**src/rtl/i2c_cfg_slave.sv**
```systemverilog
// rtl/i2c_cfg_slave.sv - write-only I2C slave loading the FIR configuration register bank
//
// Receives I2C write transactions of the form
//   START, {DEV_ADDR,W}, pointer, data, data, ..., STOP
// and issues one write strobe per data byte. The pointer auto-increments
// and wraps at NUM_REGS-1.
//
// Ports:
//   clk, rst       system clock, asynchronous active-high reset
//   sda_in         synchronized SDA level, sampled on scl_rise_in
//   start_in       one-cycle START / repeated START event
//   stop_in        one-cycle STOP event
//   scl_rise_in    one-cycle SCL rising-edge event
//   scl_fall_in    one-cycle SCL falling-edge event
//   sda_low_out    1 = pull SDA low (ACK)
//   cfg_wr_out     one-cycle register write strobe
//   cfg_addr_out   register index of the write (held between strobes)
//   cfg_data_out   register data of the write (held between strobes)
//   busy_out       1 while a transaction is open
module i2c_cfg_slave #(
  parameter logic [6:0]  DEV_ADDR = 7'h48,
  parameter int unsigned NUM_REGS = 16,
  localparam int         RW       = $clog2(NUM_REGS)
) (
  input  logic          clk,
  input  logic          rst,
  input  logic          sda_in,
  input  logic          start_in,
  input  logic          stop_in,
  input  logic          scl_rise_in,
  input  logic          scl_fall_in,
  output logic          sda_low_out,
  output logic          cfg_wr_out,
  output logic [RW-1:0] cfg_addr_out,
  output logic [7:0]    cfg_data_out,
  output logic          busy_out
);

  typedef enum logic [2:0] {
    IDLE, ADDR, ADDR_ACK, PTR, PTR_ACK, DATA, DATA_ACK, IGNORE
  } state_t;

  state_t        state;
  logic [2:0]    bit_cnt;
  logic [7:0]    shift;
  logic [RW-1:0] ptr;
  logic          ack_pend;

  logic [7:0]    byte_next;
  logic          addr_ok;
  logic          ptr_ok;
  logic [RW-1:0] ptr_inc;

  assign byte_next = {shift[6:0], sda_in};
  assign addr_ok   = (shift[7:1] == DEV_ADDR) && !shift[0];
  assign ptr_ok    = ({24'd0, shift} < NUM_REGS);
  assign ptr_inc   = (ptr == RW'(NUM_REGS - 1)) ? '0 : ptr + RW'(1);

  always_ff @(posedge clk or posedge rst) begin
    if (rst) begin
      state        <= IDLE;
      bit_cnt      <= '0;
      shift        <= '0;
      ptr          <= '0;
      ack_pend     <= 1'b0;
      sda_low_out  <= 1'b0;
      cfg_wr_out   <= 1'b0;
      cfg_addr_out <= '0;
      cfg_data_out <= '0;
      busy_out     <= 1'b0;
    end else begin
      cfg_wr_out <= 1'b0;
      if (stop_in) begin
        state       <= IDLE;
        bit_cnt     <= '0;
        ack_pend    <= 1'b0;
        sda_low_out <= 1'b0;
        busy_out    <= 1'b0;
      end else if (start_in) begin
        // Pointer deliberately kept across repeated START.
        state       <= ADDR;
        bit_cnt     <= '0;
        ack_pend    <= 1'b0;
        sda_low_out <= 1'b0;
        busy_out    <= 1'b1;
      end else begin
        case (state)
          ADDR, PTR, DATA: begin
            if (scl_rise_in && !ack_pend) begin
              shift   <= byte_next;
              bit_cnt <= bit_cnt + 3'd1;
              if (bit_cnt == 3'd7) begin
                // Byte complete; hold the state until the SCL fall that
                // opens the ACK clock.
                ack_pend <= 1'b1;
                if (state == DATA) begin
                  cfg_wr_out   <= 1'b1;
                  cfg_addr_out <= ptr;
                  cfg_data_out <= byte_next;
                  ptr          <= ptr_inc;
                end
              end
            end else if (scl_fall_in && ack_pend) begin
              ack_pend <= 1'b0;
              case (state)
                ADDR: begin
                  state       <= ADDR_ACK;
                  sda_low_out <= addr_ok;
                end
                PTR: begin
                  state       <= PTR_ACK;
                  sda_low_out <= ptr_ok;
                  if (ptr_ok) ptr <= shift[RW-1:0];
                end
                default: begin
                  state       <= DATA_ACK;
                  sda_low_out <= 1'b1;
                end
              endcase
            end
          end
          ADDR_ACK, PTR_ACK, DATA_ACK: begin
            // sda_low_out doubles as the accept flag of the byte just acked.
            if (scl_fall_in) begin
              sda_low_out <= 1'b0;
              bit_cnt     <= '0;
              if (!sda_low_out)       state <= IGNORE;
              else if (state == ADDR_ACK) state <= PTR;
              else                    state <= DATA;
            end
          end
          default: ; // IDLE and IGNORE ignore SCL activity
        endcase
      end
    end
  end

endmodule

```
**config.mk**
```make
export PLATFORM = sky130hd
export DESIGN_NAME = i2c_cfg_slave
export DESIGN_NICKNAME = d
export VERILOG_FILES = /design/src/rtl/i2c_cfg_slave.sv
export SDC_FILE = /design/constraint.sdc
export NUM_CORES = 1
export LEC_CHECK = 0
export BUFFER_PORTS_ARGS = -buffer_cell sky130_fd_sc_hd__buf_4
export CAP_MARGIN = 5
export CORE_ASPECT_RATIO = 1.75
export CORE_MARGIN = 4
export CORE_UTILIZATION = 50
export DETAILED_ROUTE_END_ITERATION = 8
export HOLD_SLACK_MARGIN = 0.03
export PLACE_DENSITY = 0.77
export SETUP_SLACK_MARGIN = 0.05
export SLEW_MARGIN = 5
export SYNTH_ARGS = -nofsm -noshare
export SYNTH_HDL_FRONTEND = slang
export SYNTH_SLANG_ARGS = --single-unit
```
**constraint.sdc**
```tcl
create_clock -name clk -period 1.8 [get_ports clk]
set_input_delay 0.18 -clock clk [delete_from_list [all_inputs] [get_ports clk]]
set_output_delay 0.18 -clock clk [all_outputs]
set_load 0.01 [all_outputs]
```
== Word-level counts from Yosys, hierarchy flattened ==
Cells that the tools add are included.

* Flip-flop bits (word level): 34

* Add/subtract/negate cells: 2
* Equal/unequal tests: 16
* Bitwise operators: 2
* Magnitude comparators: 1
* Multiplexer cells: 42
* Reductions and logical operators: 20

{| class="wikitable"
|+ Operator list
! cell !! count
|-
| $mux W3 || 11
|-
| $mux W4 || 7
|-
| $mux W1 || 19
|-
| $pmux W3 S2 || 3
|-
| $ne A4 B4 Y1 const B || 4
|-
| $eq A3 B3 Y1 const B || 4
|-
| $lt A8 B5 Y1 const B || 1
|-
| $reduce_and A4 Y1 || 2
|-
| $reduce_and A8 Y1 || 1
|-
| $reduce_bool A2 Y1 || 4
|-
| $reduce_bool A4 Y1 || 2
|-
| $eq A7 B7 Y1 const B || 1
|-
| $eq A3 B2 Y1 const B || 2
|-
| $reduce_and A3 Y1 || 2
|-
| $reduce_and A6 Y1 || 1
|-
| $reduce_or A3 Y1 || 2
|-
| $add A4 B1 Y4 const B || 1
|-
| $eq A4 B4 Y1 const B || 1
|-
| $ne A2 B1 Y1 const B || 2
|-
| $ne A4 B3 Y1 const B || 1
|-
| $pmux W1 S2 || 2
|-
| $add A3 B1 Y3 const B || 1
|-
| $eq A3 B1 Y1 const B || 1
|-
| $logic_and A1 B1 Y1 || 3
|-
| other kinds (3) || 5
|}

== Depth between registers and ports, before layout ==
* Depth in word-level cells: 8
* Depth in mapped cells: 7

== Least setup slack after synthesis ==
OpenSTA, ideal clock, no wires.

* Path type: reg2reg
* Start: reg state[1]
* End: reg shift[0]
* Path slack: 0.058 ns
* Cell stages (with the launch flop): 7
* Arrival: 1.614 ns
* Clock period less this slack: 1.742 ns
* Buffers on the path: 2
* Library setup time: 0.128 ns
* Cells stage by stage: dfrtp_1 -> buf_4 -> o21ba_2 -> a221oi_4 -> nand2b_1 -> buf_4 -> mux2_1

* Cells in the longest elaborated chain, start to end: 3
* Elaborated cells between the ends (all ways): 5

{| class="wikitable"
|+ Ends and longest elaborated chain
! what !! line !! source
|-
| start: declaration || 43 || <nowiki>state_t state;</nowiki>
|-
| start signal: assignment || 61 || <nowiki>state <= IDLE;</nowiki>
|-
| start signal: assignment || 74 || <nowiki>state <= IDLE;</nowiki>
|-
| start signal: assignment || 81 || <nowiki>state <= ADDR;</nowiki>
|-
| $eq A3 B3 Y1 (tied with other cells) || 87 || <nowiki>case (state)</nowiki>
|-
| $reduce_or A3 Y1 (*) || 87 ||
|-
| $reduce_and A4 Y1 (no line) (*) || - ||
|-
| end signal: assignment || 90 || <nowiki>shift <= byte_next;</nowiki>
|-
| end: declaration || 45 || <nowiki>logic [7:0] shift;</nowiki>
|}

Mark *: on every way between the ends. The rest lies on a longest branch, timed or not.
A chain may end at the register's enable or synchronous reset.

== Final worst setup path ==
* Start: reg bit_cnt[0]
* End: reg cfg_data_out[1]

* Cells in the longest elaborated chain, start to end: 2

{| class="wikitable"
|+ Ends and longest elaborated chain
! what !! line !! source
|-
| start: declaration || 44 || <nowiki>logic [2:0] bit_cnt;</nowiki>
|-
| start signal: assignment || 91 || <nowiki>bit_cnt <= bit_cnt + 3'd1;</nowiki>
|-
| $eq A3 B3 Y1 || 92 || <nowiki>if (bit_cnt == 3'd7) begin</nowiki>
|-
| $reduce_and A6 Y1 (no line) || - ||
|-
| end signal: assignment || 99 || <nowiki>cfg_data_out <= byte_next;</nowiki>
|-
| end: declaration || 35 || <nowiki>output logic [7:0] cfg_data_out,</nowiki>
|}

Every way passes these cells.

==> run summary <==
Worst Hold Class = in -> reg
# DRC = 0
WHS Path Cells = 2
Via density = 5.37
Max-Cap Viols = 0
delay-heaviest family, CP = flip-flops
vias in the first global route = 1199
Detail Route Antenna Nets = 0
fraction of layout cells with a size suffix above 1 = 0.357
Post-Syn Nets = 140
H-tree depth = 2
Max IR drop VDD = 0.000777 V
critical-path cell list = ha_1, ha_2, nand4b_1, nor3_4, buf_12, mux2_2
max-slew violation count = 0
worst path required time = 1.96 ns
slowest stage cell on the critical path = dfrtp_1
CTS Sinks = 34
clock-pin slew on the worst setup and hold paths = 0.07 ns
DP Wirelength = 2.40 mm
Initial Util = 0.514
startpoint types = register
reg2reg end = cfg_data_out[1]
met1 WL = 1.22 mm
drt total wl = 3.23 mm
Post-synth EDFFs = 0
Yosys cell types = 41
worst skew pair latency = 0.28 ns
WP buf/inv = 1
Setup WS pre-CTS = 0.00889 ns
RSZ-0062 raised after global routing = yes
crit path max fanout = 15
Routed met3 length = 127 microns
CTS Buffer Depth = 2
placed cells = 200
CP Class = reg -> reg
gr usage total = 0.170
setup TNS = 0 ns
Boundary Pins = 22
Layout area overhead = 25.7%
Pwr per Cell Area = 924 mW/mm^2
Worst R2R Path Depth = 6
endpoints failing setup = 0
pin count of the biggest net entering global routing = 35
most frequent cells in the layout = dfrtp_1 (32), buf_4 (32), mux2_1 (15)
Yosys reg bits = 34
Final Util = 0.646
Pleak = 0.987 nW
Die Area = 0.00424 sq mm
CP endpoint kind = register
initial antenna violation count = 0
Rel. slew slack = 0.717
total CTS buffers = 5
outcome = complete, no violations
worst slew pin tran = 0.424 ns
Row Count = 27
Post-Synthesis Cells = 130
slowest stage delay, CP = 0.37 ns
reg-to-reg startpoint = bit_cnt[0]
die width = 51.0 microns
setup slack, reg-to-reg = 0.05 ns
Die H = 83.2 microns
Seq/Total Area, Yosys = 0.527
Synth Cell Area = 0.00162 sq mm
Setup WS post-layout = 0.0476 ns
First-pass DRT Iterations = 4
core area = 0.00314 sq mm
WL per Instance = 15.3 microns
synth warn = 0
critical path depth in cells = 6
Layout Cells excl Fill = 211
DR iter-0 viols = 29
DR WL met2 = 1.81 mm
first-pass GRT wire length = 5.42 mm
global route total overflow = 0
Clock Tree Root = clkbuf_8
Critical Path Start = bit_cnt[0]
Final #Nets = 177
Post-synth top flop = dfrtp_1
Critical Path Sink = cfg_data_out[1]
Max Used Layer = met4
Vias = 1133
Fin. Hold Viols = 0
Final GP Congestion = 0.963
Ant. Diodes = 0
syn_area_per_cell = 12.4 sq um
final critical-path share of the clock period = 0.974
ys async rst share = 1.00
Fillers = 247
critical path arrival = 1.92 ns
Port-buffer cells = 21
Setup Skew = 0.00659 ns
crit path time final = 1.75 ns
TritonCTS clock tree = yes
FMAX = 0.571 GHz
[Yosys cell counts (2+ instances only)]
cell       number  share of area
o21ai_0         4          0.012
nand4b_1        3          0.016
nor3b_1         2         0.0093
buf_4           3          0.014
nand2b_1        2         0.0077
mux2_1         15           0.10
nand2_1        14          0.033
a21oi_1         4          0.012
o31ai_1         2         0.0093
mux2i_1         2          0.012
ha_1            3          0.023
mux2_2          5          0.035
o2bb2ai_1       2          0.011
dfrtp_1        34           0.53
o22ai_1         2         0.0077
inv_1           3         0.0070
buf_2           2         0.0062
nor2_1          4         0.0093
nand3_1         2         0.0062
[routing by layer]
metal,track usage,up-vias
met5,0,-
met4,0.0980,0
met3,0.0431,10
met2,0.295,21
met1,0.176,555
li1,-,547
[worst min-delay path by stage]
stage | end | from
2_1_floorplan | busy_out | stop_in
3_3_place_gp | cfg_wr_out | rst
3_5_place_dp | cfg_wr_out | rst
4_1_cts | busy_out | stop_in
5_1_grt | busy_out | stop_in
6_report | busy_out | stop_in
[cell families (layout without fill, tap and decap cells)]
kind of cell / count (synthesis) / after routing / synth area share
AND/OR/NAND/NOR: 38 / 38 / 0.143
buffers and inverters: 9 / 47 / 0.0294
adder cells (fa/ha/maj): 3 / 3 / 0.0232
flip-flops: 34 / 34 / 0.527
multiplexers: 23 / 23 / 0.161
AO/OA/AOI/OAI: 23 / 23 / 0.116
[through the flow]
stage,power (mW),hold WS (ns),area (sq um)
final,1.88,0.0540,2030
after CTS,1.89,0.0453,2000
after detailed placement,1.31,0.304,1890
after global routing,1.98,0.0568,2030
after floorplan,1.15,0.246,1620
after global placement,1.29,0.294,1890
[layout make-up]
type	instances	area, sq um	area share
Multi-Input combinational cell	87	727	0.358
Clock buffer	7	86.3	0.0425
Clock inverter	1	5.00	0.00246
Tap cell	43	53.8	0.0265
Inverter	3	11.3	0.00555
Sequential cell	34	853	0.420
Timing Repair Buffer	36	294	0.145
[report_power, final]
| part | internal, mW | switching [mW] |
|---|---|---|
| sequential | 0.863 | 0.114 |
| combinational | 0.181 | 0.147 |
| clock | 0.308 | 0.263 |
[timing repair]
item / CTS / global route
gates resized for setup: 1 / 4
hold endpoints to repair: 34 / 0
pin swaps: 0 / 1
setup endpoints to repair: 16 / 22
hold buffers: 1 / 0
buffers inserted: 0 / 2
[sequential cells by signal, indices dropped and copies added (netlist names)]
signal	count
ack_pend	1
bit_cnt	3
busy_out	1
cfg_addr_out	4
cfg_data_out	8
cfg_wr_out	1
ptr	4
sda_low_out	1
shift	8
state	3
Note: power is estimated with default switching activity, not from simulation.
